`src/rtl/btn_event_decoder.sv`:
```
// Button gesture classifier: short, long and double presses from a debounced level.
// Optional saturating press counter on press_cnt_o when BTN_EVENT_CNT_EN is defined.
module btn_event_decoder #(
  parameter int LONG_CYCLES = 100,
  parameter int GAP_CYCLES  = 50
) (
  input  logic       clk_i,
  input  logic       rst_ni,
  input  logic       db_level_i,
  input  logic       db_tick_i,
  output logic       short_o,
  output logic       long_o,
  output logic       double_o,
  output logic       busy_o
`ifdef BTN_EVENT_CNT_EN
  ,
  output logic [7:0] press_cnt_o
`endif
);

  localparam int MAXC = (LONG_CYCLES > GAP_CYCLES) ?
                        LONG_CYCLES : GAP_CYCLES;
  localparam int TW = $clog2(MAXC + 1);
  localparam logic [TW-1:0] LONG_LAST = TW'(LONG_CYCLES - 1);
  localparam logic [TW-1:0] GAP_LAST  = TW'(GAP_CYCLES - 1);

  typedef enum logic [2:0] {
    IDLE,
    PRESS1,
    HELD,
    GAP,
    PRESS2
  } state_t;

  state_t        r_state;
  state_t        w_state_nxt;
  logic [TW-1:0] r_tmr;
  logic [TW-1:0] w_tmr_nxt;

  logic r_short;
  logic r_long;
  logic r_double;
  logic r_busy;
  logic w_short_nxt;
  logic w_long_nxt;
  logic w_double_nxt;
  logic w_busy_nxt;

  always_ff @(posedge clk_i or negedge rst_ni) begin
    if (!rst_ni) begin
      r_state <= IDLE;
      r_tmr   <= '0;
    end else begin
      r_state <= w_state_nxt;
      r_tmr   <= w_tmr_nxt;
    end
  end

  // Release beats the long threshold; a tick beats the gap timeout.
  always_comb begin
    w_state_nxt = r_state;
    w_tmr_nxt   = r_tmr;
    unique case (r_state)
      IDLE: begin
        if (db_tick_i) begin
          w_state_nxt = PRESS1;
          w_tmr_nxt   = '0;
        end
      end
      PRESS1: begin
        if (!db_level_i) begin
          w_state_nxt = GAP;
          w_tmr_nxt   = '0;
        end else if (r_tmr == LONG_LAST) begin
          w_state_nxt = HELD;
        end else begin
          w_tmr_nxt = r_tmr + 1'b1;
        end
      end
      HELD: begin
        if (!db_level_i) w_state_nxt = IDLE;
      end
      GAP: begin
        if (db_tick_i) begin
          w_state_nxt = PRESS2;
        end else if (r_tmr == GAP_LAST) begin
          w_state_nxt = IDLE;
        end else begin
          w_tmr_nxt = r_tmr + 1'b1;
        end
      end
      PRESS2: begin
        if (!db_level_i) w_state_nxt = IDLE;
      end
      default: begin
        w_state_nxt = IDLE;
        w_tmr_nxt   = '0;
      end
    endcase
  end

  always_comb begin
    w_short_nxt  = 1'b0;
    w_long_nxt   = 1'b0;
    w_double_nxt = 1'b0;
    w_busy_nxt   = (w_state_nxt != IDLE);
    unique case (r_state)
      PRESS1: begin
        w_long_nxt = db_level_i && (r_tmr == LONG_LAST);
      end
      GAP: begin
        w_double_nxt = db_tick_i;
        w_short_nxt  = !db_tick_i && (r_tmr == GAP_LAST);
      end
      default: begin
        w_short_nxt  = 1'b0;
      end
    endcase
  end

  always_ff @(posedge clk_i or negedge rst_ni) begin
    if (!rst_ni) begin
      r_short  <= 1'b0;
      r_long   <= 1'b0;
      r_double <= 1'b0;
      r_busy   <= 1'b0;
    end else begin
      r_short  <= w_short_nxt;
      r_long   <= w_long_nxt;
      r_double <= w_double_nxt;
      r_busy   <= w_busy_nxt;
    end
  end

  assign short_o  = r_short;
  assign long_o   = r_long;
  assign double_o = r_double;
  assign busy_o   = r_busy;

`ifdef BTN_EVENT_CNT_EN
  logic [7:0] r_cnt;
  logic       w_acc;

  assign w_acc = db_tick_i &&
                 ((r_state == IDLE) || (r_state == GAP));

  always_ff @(posedge clk_i or negedge rst_ni) begin
    if (!rst_ni) begin
      r_cnt <= '0;
    end else if (w_acc && (r_cnt != 8'hFF)) begin
      r_cnt <= r_cnt + 8'd1;
    end
  end

  assign press_cnt_o = r_cnt;
`endif

endmodule

```
`config.mk`:
```
export PLATFORM = sky130hd
export DESIGN_NAME = btn_event_decoder
export DESIGN_NICKNAME = d
export VERILOG_FILES = /design/src/rtl/btn_event_decoder.sv
export SDC_FILE = /design/constraint.sdc
export NUM_CORES = 1
export LEC_CHECK = 0
export CAP_MARGIN = 25
export CELL_PAD_IN_SITES_DETAIL_PLACEMENT = 1
export CELL_PAD_IN_SITES_GLOBAL_PLACEMENT = 1
export CORE_MARGIN = 4
export CORE_UTILIZATION = 45
export CTS_CLUSTER_SIZE = 12
export DETAILED_ROUTE_END_ITERATION = 8
export GPL_TIMING_DRIVEN = 1
export HOLD_SLACK_MARGIN = 0.15
export PLACE_DENSITY_LB_ADDON = 0.1
export SLEW_MARGIN = 0
export SYNTH_ARGS = -nofsm -noshare
export SYNTH_HDL_FRONTEND = slang
export SYNTH_SLANG_ARGS = --single-unit
```
`constraint.sdc`:
```
create_clock -name clk_i -period 2.9 [get_ports clk_i]
set_clock_uncertainty 0.2 [all_clocks]
set_input_delay 0.29 -clock clk_i [delete_from_list [all_inputs] [get_ports clk_i]]
set_output_delay 0.29 -clock clk_i [all_outputs]
set_load 0.01 [all_outputs]
```
==> results.json <==
{
  "syn-cell-area_um2": 798,
  "die_h_um": 50.1,
  "clk_pin_slew_ns": 0.08,
  "p_int_uw": 432,
  "antenna_found_initial": 0,
  "drcViolationCount": 0,
  "maxSlewViolCount": 0,
  "setup_viol": 0,
  "power_frac_comb": 0.399,
  "grt_pass1_wl_um": 3070,
  "viasPerCell": 5.62,
  "ys_types": 35,
  "use_met3": 0.0482,
  "path_class": "reg2reg",
  "syn_nets": 88,
  "start_util": 0.501,
  "finalHoldViolations": 0,
  "outcome": "finished clean",
  "leakage_nw": 0.391,
  "hold_path.class": "in2async",
  "hpwl_um": 1420,
  "tightest_slew_ns": 0.604,
  "drtPass1Iterations": 2,
  "grt_max_degree": 15,
  "use_met1": 0.216,
  "vias": 646,
  "cts_buffers": 3,
  "drt-total-wl_um": 1800,
  "power.switching_uw": 283,
  "swShare": 0.396,
  "ioPinCount": 8,
  "wl_per_cell_um": 15.7,
  "power-per-cell-area_mw_per_mm2": 775,
  "postPlaceCellArea_um2": 887,
  "cts_tree": "done",
  "met2_usage": 0.265,
  "setup_tns_ns": 0,
  "period_minus_slack_ns": 1.99,
  "ys_warn_count": 0,
  "num_antenna_cells": 0,
  "multiInputGateArea_um2": 418,
  "rows": 14,
  "regArea_um2": 350,
  "busiest_layer": "met2",
  "grt_pass1_vias": 650,
  "fmax_mhz": 502,
  "cts_buffer_depth": 2,
  "start_kind": "register",
  "fin_nets": 98,
  "gp_congestion": 0.813,
  "syn_inst": 82,
  "die_w_um": 50.1,
  "area_growth_pct": 15.7,
  "fin_ws_ns": 0.910,
  "syn_avg_cell_area_um2": 9.73,
  "first_iter_violations": 7,
  "track_usage": 0.163,
  "cts_resized": 0,
  "portBuffers": 7,
  "total_power_uw": 715,
  "power.share.sequential": 0.409,
  "die_area_mm2": 0.00251,
  "postRouteAntennaNets": 0,
  "required_ns": 2.83,
  "final_area_um2": 923,
  "cp-end-kind": "register",
  "cts_setup_buffers": 0,
  "cts_sinks": 14,
  "crit_fanout": 4,
  "post-place-ws_ns": 0.750,
  "r2r_end": "busy_o",
  "yosys_register_bits": 14,
  "arrival_ns": 1.92,
  "worst_ir_drop_vdd_uv": 515,
  "clockRootBuffer": "clkbuf_4",
  "drive_gt1_frac": 0.121,
  "fillCellCount": 189,
  "worstRegToRegCells": 6,
  "htreeDepth": 1,
  "clock_latency_ns": 0.28,
  "rsz0062_at_grt": "no",
  "core_area_mm2": 0.00159,
  "cts_hold_buf": 0,
  "power.share.clock": 0.192,
  "seq_area_frac_synth": 0.439,
  "ff2ff_setup_slack_ns": 0.91,
  "r2r_start": "r_tmr[0]",
  "max-cap-violations": 0,
  "overflow": 0,
  "period_share": 0.686,
  "whs_ns": 0.187,
  "maxSlewHeadroom": 0.596
}
## state kept, by name (all words and copies together), names as in the netlist
register and cells:
r_state 3, double_o 1, r_tmr 7, short_o 1, long_o 1, busy_o 1
## placed cells by master, fill, tap and decap left out, drive strengths merged, types with 2 or more instances in the layout
| cell | netlist | final |
|---|---|---|
| dfrtp | 14 | 14 |
| nor2 | 11 | 11 |
| clkdlybuf4s50 | 0 | 7 |
| inv | 5 | 5 |
| o21ai | 5 | 5 |
| nand2 | 5 | 5 |
| nor2b | 4 | 4 |
| clkbuf | 1 | 4 |
| o22ai | 3 | 3 |
| nand3 | 3 | 3 |
| nand2b | 2 | 2 |
| a31oi | 2 | 2 |
| and3 | 2 | 2 |
| o21a | 2 | 2 |
| or2 | 2 | 2 |
| o31ai | 2 | 2 |
| ha | 2 | 2 |
## worst max-delay path by stage
stage	start	endpoint	depth (start not counted)	slack [ns]
2_1_floorplan	r_tmr[0]	r_tmr[1]	6	1.15
3_3_place_gp	db_level_i	r_tmr[1]	5	0.76
3_5_place_dp	db_level_i	r_tmr[0]	5	0.75
4_1_cts	r_tmr[0]	r_tmr[2]	6	0.87
5_1_grt	r_tmr[0]	r_tmr[2]	6	0.74
6_report	r_tmr[0]	busy_o	6	0.91
## Yosys cell counts, drive strengths merged
| master | instances | area share |
|---|---|---|
| a2111o | 1 | 0.014 |
| a21boi | 1 | 0.0094 |
| a21oi | 1 | 0.0063 |
| a221o | 1 | 0.014 |
| a22oi | 1 | 0.0094 |
| a311oi | 1 | 0.011 |
| a31oi | 2 | 0.016 |
| a41o | 1 | 0.013 |
| and3 | 2 | 0.016 |
| and4b | 1 | 0.013 |
| buf | 1 | 0.0094 |
| clkbuf | 1 | 0.0047 |
| dfrtp | 14 | 0.44 |
| ha | 2 | 0.031 |
| inv | 5 | 0.024 |
| mux2 | 1 | 0.014 |
| mux2i | 1 | 0.013 |
| nand2 | 5 | 0.027 |
| nand2b | 2 | 0.016 |
| nand3 | 3 | 0.019 |
| nand4bb | 1 | 0.034 |
| nor2 | 11 | 0.061 |
| nor2b | 4 | 0.031 |
| nor3 | 1 | 0.0063 |
| nor4b | 1 | 0.011 |
| o21a | 2 | 0.019 |
| o21ai | 5 | 0.031 |
| o221ai | 1 | 0.011 |
| o22ai | 3 | 0.024 |
| o31ai | 2 | 0.019 |
| o41ai | 1 | 0.011 |
| or2 | 2 | 0.016 |
| or2b | 1 | 0.0094 |
## critical path: stages, from the launching register on
cell and delay, ns:
dfrtp_1 0.43, ha_1 0.26, and4b_1 0.27, a311oi_1 0.11, a221o_2 0.34, nor2_1 0.11, o221ai_1 0.14
## final cells by class
type	instances	share of cell area
Clock buffer	4	0.0393
Inverter	5	0.0203
Sequential cell	14	0.379
Timing Repair Buffer	7	0.0759
Multi-Input combinational cell	61	0.453
Tap cell	24	0.0325
## stage by stage
stage / std cells / util
finish: 115 / 0.579
global route: 115 / 0.579
CTS: 115 / 0.579
detailed placement: 111 / 0.557
global placement: 111 / 0.557
floorplan: 82 / -
## routing by layer
metal / part of all wire / vias to the layer above
li1: - / 320
met1: 0.49 / 315
met2: 0.47 / 11
met3: 0.041 / 0
met4: 0 / 0
met5: 0 / -
## power by group through the flow
| stage | clock (mW) | combinational, mW | sequential (mW) |
|---|---|---|---|
| CTS | 0.144 | 0.286 | 0.292 |
| finish | 0.137 | 0.286 | 0.292 |
| detailed placement | 0 | 0.287 | 0.295 |
| global placement | 0 | 0.276 | 0.293 |
| global route | 0.155 | 0.319 | 0.303 |
| floorplan | 0 | 0.217 | 0.278 |
## kinds of logic (layout without fill, tap and decap cells)
| family | count (synthesis) | after routing | share of synthesized area |
|---|---|---|---|
| AND/OR/NAND/NOR | 34 | 34 | 0.259 |
| AO/OA/AOI/OAI | 23 | 23 | 0.207 |
| flip-flops | 14 | 14 | 0.439 |
| buffers and inverters | 7 | 16 | 0.0376 |
| adder cells (fa/ha/maj) | 2 | 2 | 0.0313 |
| multiplexers | 2 | 2 | 0.0266 |
No activity file was read; power rests on OpenSTA's default activity.
